$ cat config.mk
export PLATFORM = sky130hd
export DESIGN_NAME = line_mem_arbiter_flat
export DESIGN_NICKNAME = d
export VERILOG_FILES = /design/src/rtl/line_mem_arbiter_if.sv /design/src/rtl/line_mem_arbiter.sv /design/src/flat_wrapper.sv
export SDC_FILE = /design/constraint.sdc
export NUM_CORES = 1
export LEC_CHECK = 0
export CORE_AREA = 4 4 312 314
export DETAILED_ROUTE_END_ITERATION = 12
export DIE_AREA = 0 0 316 318
export DONT_BUFFER_PORTS = 1
export GPL_ROUTABILITY_DRIVEN = 0
export SLEW_MARGIN = 30
export SYNTH_ARGS = -nofsm -noshare
export SYNTH_HDL_FRONTEND = slang
export SYNTH_SLANG_ARGS = --single-unit
$ cat constraint.sdc
create_clock -name clk -period 26.4 [get_ports clk]
set_clock_uncertainty 0.15 [all_clocks]
set_input_delay 5.28 -clock clk [delete_from_list [all_inputs] [get_ports clk]]
set_output_delay 5.28 -clock clk [all_outputs]
set_load 0.05 [all_outputs]
$ cat src/rtl/line_mem_arbiter_if.sv
// Cache-side and RAM-side signal bundle of the line memory arbiter.
// slave: the arbiter's view; master: the caches plus the RAM driving it.
interface line_mem_arbiter_if;
    localparam int unsigned ADDR_W = 32;
    localparam int unsigned LINE_W = 128;

    logic              Icache_rd_req_i;
    logic [ADDR_W-1:0] Icache_rd_addr_i;
    logic [LINE_W-1:0] Icache_data_o;
    logic              Icache_ready_o;

    logic              Dcache_rd_req_i;
    logic [ADDR_W-1:0] Dcache_rd_addr_i;
    logic              Dcache_wb_req_i;
    logic [ADDR_W-1:0] Dcache_wb_addr_i;
    logic [LINE_W-1:0] Dcache_data_ram_i;
    logic [LINE_W-1:0] Dcache_data_o;
    logic              Dcache_ready_o;

    logic              ram_rd_req_o;
    logic [ADDR_W-1:0] ram_rd_addr_o;
    logic              ram_wb_req_o;
    logic [ADDR_W-1:0] ram_wb_addr_o;
    logic [LINE_W-1:0] ram_wb_data_o;
    logic [LINE_W-1:0] ram_data_i;
    logic              ram_ready_i;

    logic              busy_o;
    logic              timeout_err_o;

    modport slave (
        input  Icache_rd_req_i, Icache_rd_addr_i,
        output Icache_data_o, Icache_ready_o,
        input  Dcache_rd_req_i, Dcache_rd_addr_i, Dcache_wb_req_i,
        input  Dcache_wb_addr_i, Dcache_data_ram_i,
        output Dcache_data_o, Dcache_ready_o,
        output ram_rd_req_o, ram_rd_addr_o, ram_wb_req_o, ram_wb_addr_o, ram_wb_data_o,
        input  ram_data_i, ram_ready_i,
        output busy_o, timeout_err_o
    );

    modport master (
        output Icache_rd_req_i, Icache_rd_addr_i,
        input  Icache_data_o, Icache_ready_o,
        output Dcache_rd_req_i, Dcache_rd_addr_i, Dcache_wb_req_i,
        output Dcache_wb_addr_i, Dcache_data_ram_i,
        input  Dcache_data_o, Dcache_ready_o,
        input  ram_rd_req_o, ram_rd_addr_o, ram_wb_req_o, ram_wb_addr_o, ram_wb_data_o,
        output ram_data_i, ram_ready_i,
        input  busy_o, timeout_err_o
    );
endinterface

$ cat src/rtl/line_mem_arbiter.sv
// Round-robin arbiter sharing one line RAM between Icache refills and Dcache
// reads/writebacks; writeback+read pairs are atomic, with a RAM watchdog.
module line_mem_arbiter #(
    parameter int unsigned TIMEOUT = 64
) (
    input logic               clk,
    input logic               rst,
    line_mem_arbiter_if.slave bus
);
    localparam int unsigned ADDR_W = 32;
    localparam int unsigned LINE_W = 128;
    localparam int unsigned CNT_W  = 8;
    localparam logic        OWN_I  = 1'b0;
    localparam logic        OWN_D  = 1'b1;

    typedef enum logic [2:0] {IDLE, WB, RD, DRAIN, RESP} state_t;

    state_t           state;
    logic             owner;
    logic             last;
    logic             pend_rd;
    logic             mask_last;
    logic [CNT_W-1:0] wd_cnt;

    logic i_elig;
    logic d_elig;
    logic grant_d;
    logic wd_expire;

    function automatic logic [ADDR_W-1:0] line_align(input logic [ADDR_W-1:0] a);
        return a & ~ADDR_W'(32'hF);
    endfunction

    // Eligibility and tie-break; the previous owner is masked for one IDLE cycle after RESP.
    always_comb begin
        i_elig    = bus.Icache_rd_req_i && !(mask_last && (last == OWN_I));
        d_elig    = (bus.Dcache_rd_req_i || bus.Dcache_wb_req_i) && !(mask_last && (last == OWN_D));
        grant_d   = d_elig && (!i_elig || (last == OWN_I));
        wd_expire = ((CNT_W + 1)'(wd_cnt) + (CNT_W + 1)'(1)) >= (CNT_W + 1)'(TIMEOUT);
    end

    always_ff @(posedge clk or posedge rst) begin
        if (rst) begin
            state             <= IDLE;
            owner             <= OWN_I;
            last              <= OWN_I;
            pend_rd           <= 1'b0;
            mask_last         <= 1'b0;
            wd_cnt            <= '0;
            bus.Icache_data_o <= '0;
            bus.Icache_ready_o <= 1'b0;
            bus.Dcache_data_o <= '0;
            bus.Dcache_ready_o <= 1'b0;
            bus.ram_rd_req_o  <= 1'b0;
            bus.ram_rd_addr_o <= '0;
            bus.ram_wb_req_o  <= 1'b0;
            bus.ram_wb_addr_o <= '0;
            bus.ram_wb_data_o <= '0;
            bus.busy_o        <= 1'b0;
            bus.timeout_err_o <= 1'b0;
        end else begin
            bus.Icache_ready_o <= 1'b0;
            bus.Dcache_ready_o <= 1'b0;

            case (state)
                IDLE: begin
                    mask_last <= 1'b0;
                    if (i_elig || d_elig) begin
                        wd_cnt     <= '0;
                        bus.busy_o <= 1'b1;
                        if (grant_d) begin
                            owner <= OWN_D;
                            if (bus.Dcache_wb_req_i) begin
                                state             <= WB;
                                pend_rd           <= bus.Dcache_rd_req_i;
                                bus.ram_wb_req_o  <= 1'b1;
                                bus.ram_wb_addr_o <= line_align(bus.Dcache_wb_addr_i);
                                bus.ram_wb_data_o <= bus.Dcache_data_ram_i;
                            end else begin
                                state             <= RD;
                                bus.ram_rd_req_o  <= 1'b1;
                                bus.ram_rd_addr_o <= line_align(bus.Dcache_rd_addr_i);
                            end
                        end else begin
                            owner             <= OWN_I;
                            state             <= RD;
                            bus.ram_rd_req_o  <= 1'b1;
                            bus.ram_rd_addr_o <= line_align(bus.Icache_rd_addr_i);
                        end
                    end
                end

                WB: begin
                    if (bus.ram_ready_i) begin
                        bus.ram_wb_req_o <= 1'b0;
                        state            <= DRAIN;
                    end else if (wd_expire) begin
                        bus.ram_wb_req_o  <= 1'b0;
                        bus.timeout_err_o <= 1'b1;
                        pend_rd           <= 1'b0;
                        bus.Dcache_data_o <= '0;
                        state             <= DRAIN;
                    end else begin
                        wd_cnt <= wd_cnt + CNT_W'(1);
                    end
                end

                RD: begin
                    if (bus.ram_ready_i) begin
                        bus.ram_rd_req_o <= 1'b0;
                        if (owner == OWN_D) bus.Dcache_data_o <= bus.ram_data_i;
                        else                bus.Icache_data_o <= bus.ram_data_i;
                        state <= DRAIN;
                    end else if (wd_expire) begin
                        bus.ram_rd_req_o  <= 1'b0;
                        bus.timeout_err_o <= 1'b1;
                        pend_rd           <= 1'b0;
                        if (owner == OWN_D) bus.Dcache_data_o <= '0;
                        else                bus.Icache_data_o <= '0;
                        state <= DRAIN;
                    end else begin
                        wd_cnt <= wd_cnt + CNT_W'(1);
                    end
                end

                // Wait for the RAM's ready to fall; the pending read of a pair skips arbitration.
                DRAIN: begin
                    if (!bus.ram_ready_i) begin
                        if (pend_rd) begin
                            pend_rd           <= 1'b0;
                            wd_cnt            <= '0;
                            bus.ram_rd_req_o  <= 1'b1;
                            bus.ram_rd_addr_o <= line_align(bus.Dcache_rd_addr_i);
                            state             <= RD;
                        end else begin
                            if (owner == OWN_D) bus.Dcache_ready_o <= 1'b1;
                            else                bus.Icache_ready_o <= 1'b1;
                            state <= RESP;
                        end
                    end
                end

                RESP: begin
                    last       <= owner;
                    mask_last  <= 1'b1;
                    bus.busy_o <= 1'b0;
                    state      <= IDLE;
                end

                default: begin
                    state            <= IDLE;
                    bus.busy_o       <= 1'b0;
                    bus.ram_rd_req_o <= 1'b0;
                    bus.ram_wb_req_o <= 1'b0;
                end
            endcase
        end
    end
endmodule

$ cat src/flat_wrapper.sv
// flat-port wrapper written by rule: the top's interface ports become plain ports
module line_mem_arbiter_flat 
#(
    parameter int unsigned TIMEOUT = 64
)
  (clk, rst, bus_Icache_rd_req_i, bus_Icache_rd_addr_i, bus_Icache_data_o, bus_Icache_ready_o, bus_Dcache_rd_req_i, bus_Dcache_rd_addr_i, bus_Dcache_wb_req_i, bus_Dcache_wb_addr_i, bus_Dcache_data_ram_i, bus_Dcache_data_o, bus_Dcache_ready_o, bus_ram_rd_req_o, bus_ram_rd_addr_o, bus_ram_wb_req_o, bus_ram_wb_addr_o, bus_ram_wb_data_o, bus_ram_data_i, bus_ram_ready_i, bus_busy_o, bus_timeout_err_o);
  line_mem_arbiter_if bus_i ();
  input logic clk;
  input logic rst;
  input wire logic [$bits(bus_i.Icache_rd_req_i)-1:0] bus_Icache_rd_req_i;
  input wire logic [$bits(bus_i.Icache_rd_addr_i)-1:0] bus_Icache_rd_addr_i;
  output wire logic [$bits(bus_i.Icache_data_o)-1:0] bus_Icache_data_o;
  output wire logic [$bits(bus_i.Icache_ready_o)-1:0] bus_Icache_ready_o;
  input wire logic [$bits(bus_i.Dcache_rd_req_i)-1:0] bus_Dcache_rd_req_i;
  input wire logic [$bits(bus_i.Dcache_rd_addr_i)-1:0] bus_Dcache_rd_addr_i;
  input wire logic [$bits(bus_i.Dcache_wb_req_i)-1:0] bus_Dcache_wb_req_i;
  input wire logic [$bits(bus_i.Dcache_wb_addr_i)-1:0] bus_Dcache_wb_addr_i;
  input wire logic [$bits(bus_i.Dcache_data_ram_i)-1:0] bus_Dcache_data_ram_i;
  output wire logic [$bits(bus_i.Dcache_data_o)-1:0] bus_Dcache_data_o;
  output wire logic [$bits(bus_i.Dcache_ready_o)-1:0] bus_Dcache_ready_o;
  output wire logic [$bits(bus_i.ram_rd_req_o)-1:0] bus_ram_rd_req_o;
  output wire logic [$bits(bus_i.ram_rd_addr_o)-1:0] bus_ram_rd_addr_o;
  output wire logic [$bits(bus_i.ram_wb_req_o)-1:0] bus_ram_wb_req_o;
  output wire logic [$bits(bus_i.ram_wb_addr_o)-1:0] bus_ram_wb_addr_o;
  output wire logic [$bits(bus_i.ram_wb_data_o)-1:0] bus_ram_wb_data_o;
  input wire logic [$bits(bus_i.ram_data_i)-1:0] bus_ram_data_i;
  input wire logic [$bits(bus_i.ram_ready_i)-1:0] bus_ram_ready_i;
  output wire logic [$bits(bus_i.busy_o)-1:0] bus_busy_o;
  output wire logic [$bits(bus_i.timeout_err_o)-1:0] bus_timeout_err_o;
  assign bus_i.Icache_rd_req_i = bus_Icache_rd_req_i;
  assign bus_i.Icache_rd_addr_i = bus_Icache_rd_addr_i;
  assign bus_Icache_data_o = bus_i.Icache_data_o;
  assign bus_Icache_ready_o = bus_i.Icache_ready_o;
  assign bus_i.Dcache_rd_req_i = bus_Dcache_rd_req_i;
  assign bus_i.Dcache_rd_addr_i = bus_Dcache_rd_addr_i;
  assign bus_i.Dcache_wb_req_i = bus_Dcache_wb_req_i;
  assign bus_i.Dcache_wb_addr_i = bus_Dcache_wb_addr_i;
  assign bus_i.Dcache_data_ram_i = bus_Dcache_data_ram_i;
  assign bus_Dcache_data_o = bus_i.Dcache_data_o;
  assign bus_Dcache_ready_o = bus_i.Dcache_ready_o;
  assign bus_ram_rd_req_o = bus_i.ram_rd_req_o;
  assign bus_ram_rd_addr_o = bus_i.ram_rd_addr_o;
  assign bus_ram_wb_req_o = bus_i.ram_wb_req_o;
  assign bus_ram_wb_addr_o = bus_i.ram_wb_addr_o;
  assign bus_ram_wb_data_o = bus_i.ram_wb_data_o;
  assign bus_i.ram_data_i = bus_ram_data_i;
  assign bus_i.ram_ready_i = bus_ram_ready_i;
  assign bus_busy_o = bus_i.busy_o;
  assign bus_timeout_err_o = bus_i.timeout_err_o;
  line_mem_arbiter #(.TIMEOUT(TIMEOUT)) u_core (.clk(clk), .rst(rst), .bus(bus_i));
endmodule
# Yosys cells after proc, flatten, opt, wreduce, memory -nomap -nowiden
# Index checks and enable logic that the tools add are counted.
[word_totals]
reg_bits = 465
elab_cells = 139
output_inout_bits = 454
inputBits = 358
[op_classes]
n_reduce_logical = 33
addsub = 2
n_eq_ne = 19
n_mux = 61
n_lt_le_gt_ge = 1
bitwise_logic = 6
[op_table]
columns = ["cell", "count"]
rows = [
  ["two-way mux 128 bit", 10],
  ["case mux 128 bit (2 select lines)", 1],
  ["two-way mux 32 bit", 5],
  ["case mux 32 bit (2 select lines)", 1],
  ["two-way mux 8 bit", 5],
  ["two-way mux 1 bit", 25],
  ["case mux 8 bit (3 select lines)", 1],
  ["two-way mux 3 bit", 5],
  ["AND reduction 5 bit", 3],
  ["!= test 2 x 1 -> 1 bit (second input constant)", 6],
  ["AND reduction 6 bit", 2],
  ["!= test 2 bit (second input constant)", 5],
  ["adder 8 x 1 -> 9 bit (second input constant)", 1],
  [">= comparator 9 x 7 -> 1 bit (second input constant)", 1],
  ["case mux 3 bit (3 select lines)", 1],
  ["AND reduction 3 bit", 3],
  ["adder 8 x 1 -> 8 bit (second input constant)", 1],
  ["nonzero test 2 bit", 4],
  ["AND reduction 7 bit", 1],
  ["== test 3 x 2 -> 1 bit (second input constant)", 2],
  ["!= test 3 x 2 -> 1 bit (second input constant)", 2],
  ["NOT 1 bit", 6],
  ["case mux 1 bit (3 select lines)", 2],
  ["OR reduction 3 bit", 2],
  ["15 further kinds", 27],
]

# Longest topological paths before layout
[depth]
depth_word = 10
ltp_mapped = 9
depth_no_buf = 6

# Worst setup path after synthesis
# No wires, ideal clock.
[synth_path]
path_kind = "input port to flip-flop"
startpoint = "in bus_ram_ready_i"
endpoint = "reg u_core.wd_cnt[4]"
slack_ns = 19.567
cell_stages = 7
required_time_ns = 26.181
setup_time_ns = 0.069
n_path_buf = 2
t_arrival_ns = 6.614
cell_sequence = "buf_6 > or3_4 > a21oi_2 > a31oi_1 > buf_6 > or4_1 > nand3_1"
[synth_between]
elab_chain_len = 2
word_cells_on_any_way = 3
classes_between = "2 x eq/ne; 1 x reduce/logical"
[synth_lines]
columns = ["item", "line_no", "rtl"]
rows = [
  ["from (decl)", "flat_wrapper.sv:27", "input wire logic [$bits(bus_i.ram_ready_i)-1:0] bus_ram_ready_i;"],
  ["!= test 2 bit (no source line)", "-", ""],
  ["AND reduction 6 bit (no source line) (*)", "-", ""],
  ["to (signal assigned)", "line_mem_arbiter.sv:104", "wd_cnt <= wd_cnt + CNT_W'(1);"],
  ["to (signal assigned)", "line_mem_arbiter.sv:122", "wd_cnt <= wd_cnt + CNT_W'(1);"],
  ["to (decl)", "line_mem_arbiter.sv:23", "logic [CNT_W-1:0] wd_cnt;"],
]
# Every way passes the cells marked *; elsewhere a longest branch is shown, timed or not.
# A chain may end at the register's enable or synchronous reset.

# Worst setup path after layout
[layout_path]
startpoint = "in bus_ram_ready_i"
endpoint = "reg u_core.bus.Dcache_data_o[13]"
[layout_between]
elab_chain_len = 2
word_cells_on_any_way = 5
classes_between = "2 x eq/ne; 2 x mux; 1 x reduce/logical"
[layout_lines]
columns = ["item", "line_no", "rtl"]
rows = [
  ["!= test 3 x 2 -> 1 bit (no source line) (tied with other cells)", "-", ""],
  ["AND reduction 5 bit (no source line) or case mux 128 bit (2 select lines) (tied branches)", "-", ""],
  ["to (signal assigned)", "line_mem_arbiter.sv:111", "if (owner == OWN_D) bus.Dcache_data_o <= bus.ram_data_i;"],
  ["to (decl)", "line_mem_arbiter_if.sv:36", "output Dcache_data_o, Dcache_ready_o,"],
]
# Several ways; a longest one is shown, not always the timed one.

==> flow_summary.json <==
{
  "hpwl_mm": 39.18,
  "core_mm2": 0.09459,
  "critPathLaunchType": "input port",
  "drc": 0,
  "yosys-top-cells-area": "dfrtp_1, a22o_1, mux2_2, mux2i_1, buf_6",
  "cp_data_arrival_time_ps": 8190,
  "wl_met2_mm": 26.83,
  "antenna_found_initial": 16,
  "num_vias": 10470,
  "wl_mm": 53.49,
  "r2r_cells": 8,
  "worstPathCellList": "or3_4, a21oi_2, a31oi_2, nand3b_1, buf_4, buf_4, a22o_1",
  "period_needed_ps": 7829,
  "synth_top_area_share_pct": 66.31,
  "fin_tns_setup_ps": 0,
  "drt_iter0_drc": 755,
  "hold_buffers": 0,
  "drive_gt1_share_pct": 21.64,
  "clkLatencyLatePin_ps": 590,
  "cts.clk_slew.worst_paths_ps": 60,
  "route.met3.wl_mm": 5.840,
  "htree_levels": 2,
  "min_from": "u_core.wd_cnt[5]",
  "syn_inst": 1173,
  "period_share_pct": 29.66,
  "first_global_vias": 10670,
  "start_util_pct": 18.39,
  "nFillCells": 9879,
  "yosys_warnings": 0,
  "grt_first_pass_wirelength_mm": 76.31,
  "crit_family": "buffers and inverters",
  "worstHoldPathCells": 1,
  "seqCellArea_mm2": 0.01154,
  "cp_slowest_stage_delay_ps": 740,
  "cap_violations": 0,
  "worst_slew_pin_slew_ps": 937.5,
  "post_drt_wl_per_cell_um": 21.77,
  "final_cell_count_no_fill": 2457,
  "status": "complete, no violations",
  "critPathBufInv": 2,
  "io_pins": 812,
  "syn_area_mm2": 0.01740,
  "multi_input_area_mm2": 0.005294,
  "synth-async-reset-ratio_pct": 100.0,
  "rsz0062_at_grt": "no",
  "min_to": "u_core.wd_cnt[5]",
  "slew_violations": 0,
  "ys_ff_latch": 461,
  "seq_area_frac_synth_pct": 66.31,
  "highest_layer": "met5",
  "finalHoldViolCount": 0,
  "final_nets": 1506,
  "crit_type": "in2reg",
  "slowest_stage": "buf_4",
  "cts_buffers": 49,
  "final_cell_mix": "dfrtp_1, a22o_1, mux2_2",
  "synth_edf_count": 0,
  "cts_buffer_depth": 3,
  "setup_viol": 0,
  "rr_endpoint": "u_core.bus.Dcache_data_o[13]",
  "ant_nets": 0,
  "fmax_ghz": 0.1277,
  "synth_area_per_cell_um2": 14.83,
  "vias_per_cell": 4.261,
  "cts_resized": 0,
  "critPathRequiredTime_ps": 26760,
  "synth_flop_cell": "dfrtp_1",
  "area_delta_synth_final_pct": 16.15,
  "dieArea_mm2": 0.1005,
  "place_inst": 2361,
  "yosys.cell_types.count": 49,
  "worstHoldPathType": "reg2reg",
  "crit_path_end_kind": "register",
  "yosys.area.top_type": "dfrtp_1",
  "core.rowCount": 113,
  "worstPathMaxFanout": 67,
  "die_w_um": 316,
  "dieHeight_um": 318,
  "cts.sinks": 461,
  "track_usage_pct": 9.902,
  "critPathMostFrequentCell": "buf_4",
  "portBuffers": 0,
  "final_common_cell": "dfrtp_1",
  "rrSetupSlack_ps": 22690,
  "met1Wirelength_mm": 19.23,
  "grt_max_degree": 150,
  "cts_tree": "yes",
  "postCtsSetupBuffers": 0,
  "clockRootBuffer": "clkbuf_16",
  "timing.rr.start": "u_core.wd_cnt[0]",
  "drt_pass1_iterations": 5,
  "grt_overflow": 0,
  "slew_headroom_pct": 37.50
}
-- registers in the layout, indices dropped and copies added, names as in the netlist, 3 cells and up --
| name | count |
|---|---|
| u_core.bus.Dcache_data_o | 128 |
| u_core.bus.Icache_data_o | 128 |
| u_core.bus.ram_wb_data_o | 128 |
| u_core.bus.ram_rd_addr_o | 28 |
| u_core.bus.ram_wb_addr_o | 28 |
| u_core.wd_cnt | 8 |
| u_core.state | 3 |
-- Yosys cell counts, types with 2 or more instances --
cell / count
and2_1: 4
nand4_1: 3
nor3_1: 5
buf_4: 24
nor2b_1: 2
a22o_1: 258
buf_2: 28
o21ai_0: 33
nand2b_1: 8
nand3b_1: 2
clkbuf_1: 17
and3_1: 3
nand3_1: 4
nor2_1: 11
dfrtp_1: 461
inv_1: 5
a31oi_1: 2
a21o_1: 3
mux2i_1: 28
buf_1: 9
a21oi_1: 8
buf_6: 19
o22ai_1: 2
nor4_1: 2
o211ai_1: 4
mux2_2: 157
o21ai_1: 10
a211oi_1: 2
nand2_1: 39
-- layer usage --
layer | global-route usage (%) | vias up
met4 | 3.444 | 4
met3 | 3.946 | 102
li1 | - | 4288
met1 | 11.11 | 5426
met2 | 17.00 | 649
met5 | 0 | -
-- area by class of cell --
cell class                 count  share of cell area (%)
multi-input combinational    617                   26.20
inverter                       5                  0.1300
clock inverter                10                  0.5696
timing repair buffer          13                  0.6811
sequential                   461                   57.09
tap                         1265                   7.832
antenna                        9                  0.1114
clock buffer                  77                   7.393
-- stage by stage --
step	setup slack [ps]	hold WS (ps)	area, µm²	utilization [%]
3_5_place_dp	17740	332.3	18560	19.63
3_3_place_gp	17870	330.3	18540	19.60
5_1_grt	18290	356.3	20190	21.35
2_1_floorplan	8116	291.0	17420	-
6_report	18570	356.2	20210	21.36
4_1_cts	18410	340.1	20170	21.33
-- kinds of logic (layout without fill, tap and decap cells) --
logic type	after synthesis	count (layout)	synth area share, %
flops	461	461	66.31
compound gates	331	331	15.45
mux	185	185	11.77
buf+inv	102	105	3.740
simple gates	92	92	2.639
fa+ha+maj	1	1	0.07191
other cells	1	17	0.02155
-- worst max path at each step --
stage | startpoint | end | cells past startpoint
floorplan | rst | u_core.bus.Dcache_data_o[0] | 1
global placement | rst | u_core.bus.Dcache_data_o[77] | 4
detailed placement | rst | u_core.bus.Icache_data_o[106] | 4
CTS | rst | u_core.bus.Icache_data_o[106] | 4
global route | rst | u_core.bus.Icache_data_o[108] | 4
finish | bus_ram_ready_i | u_core.bus.Dcache_data_o[13] | 7
-- worst reg2reg max path: cells and delay by family, from the launching register on --
kind            cells  cell delay, ps
buf+inv             2            1410
flops               1             410
fa+ha+maj           1             250
compound gates      3             660
simple gates        2             760
Power is not shown: default switching activity piles up to over one toggle a cycle in this logic, so the estimate is an artifact.
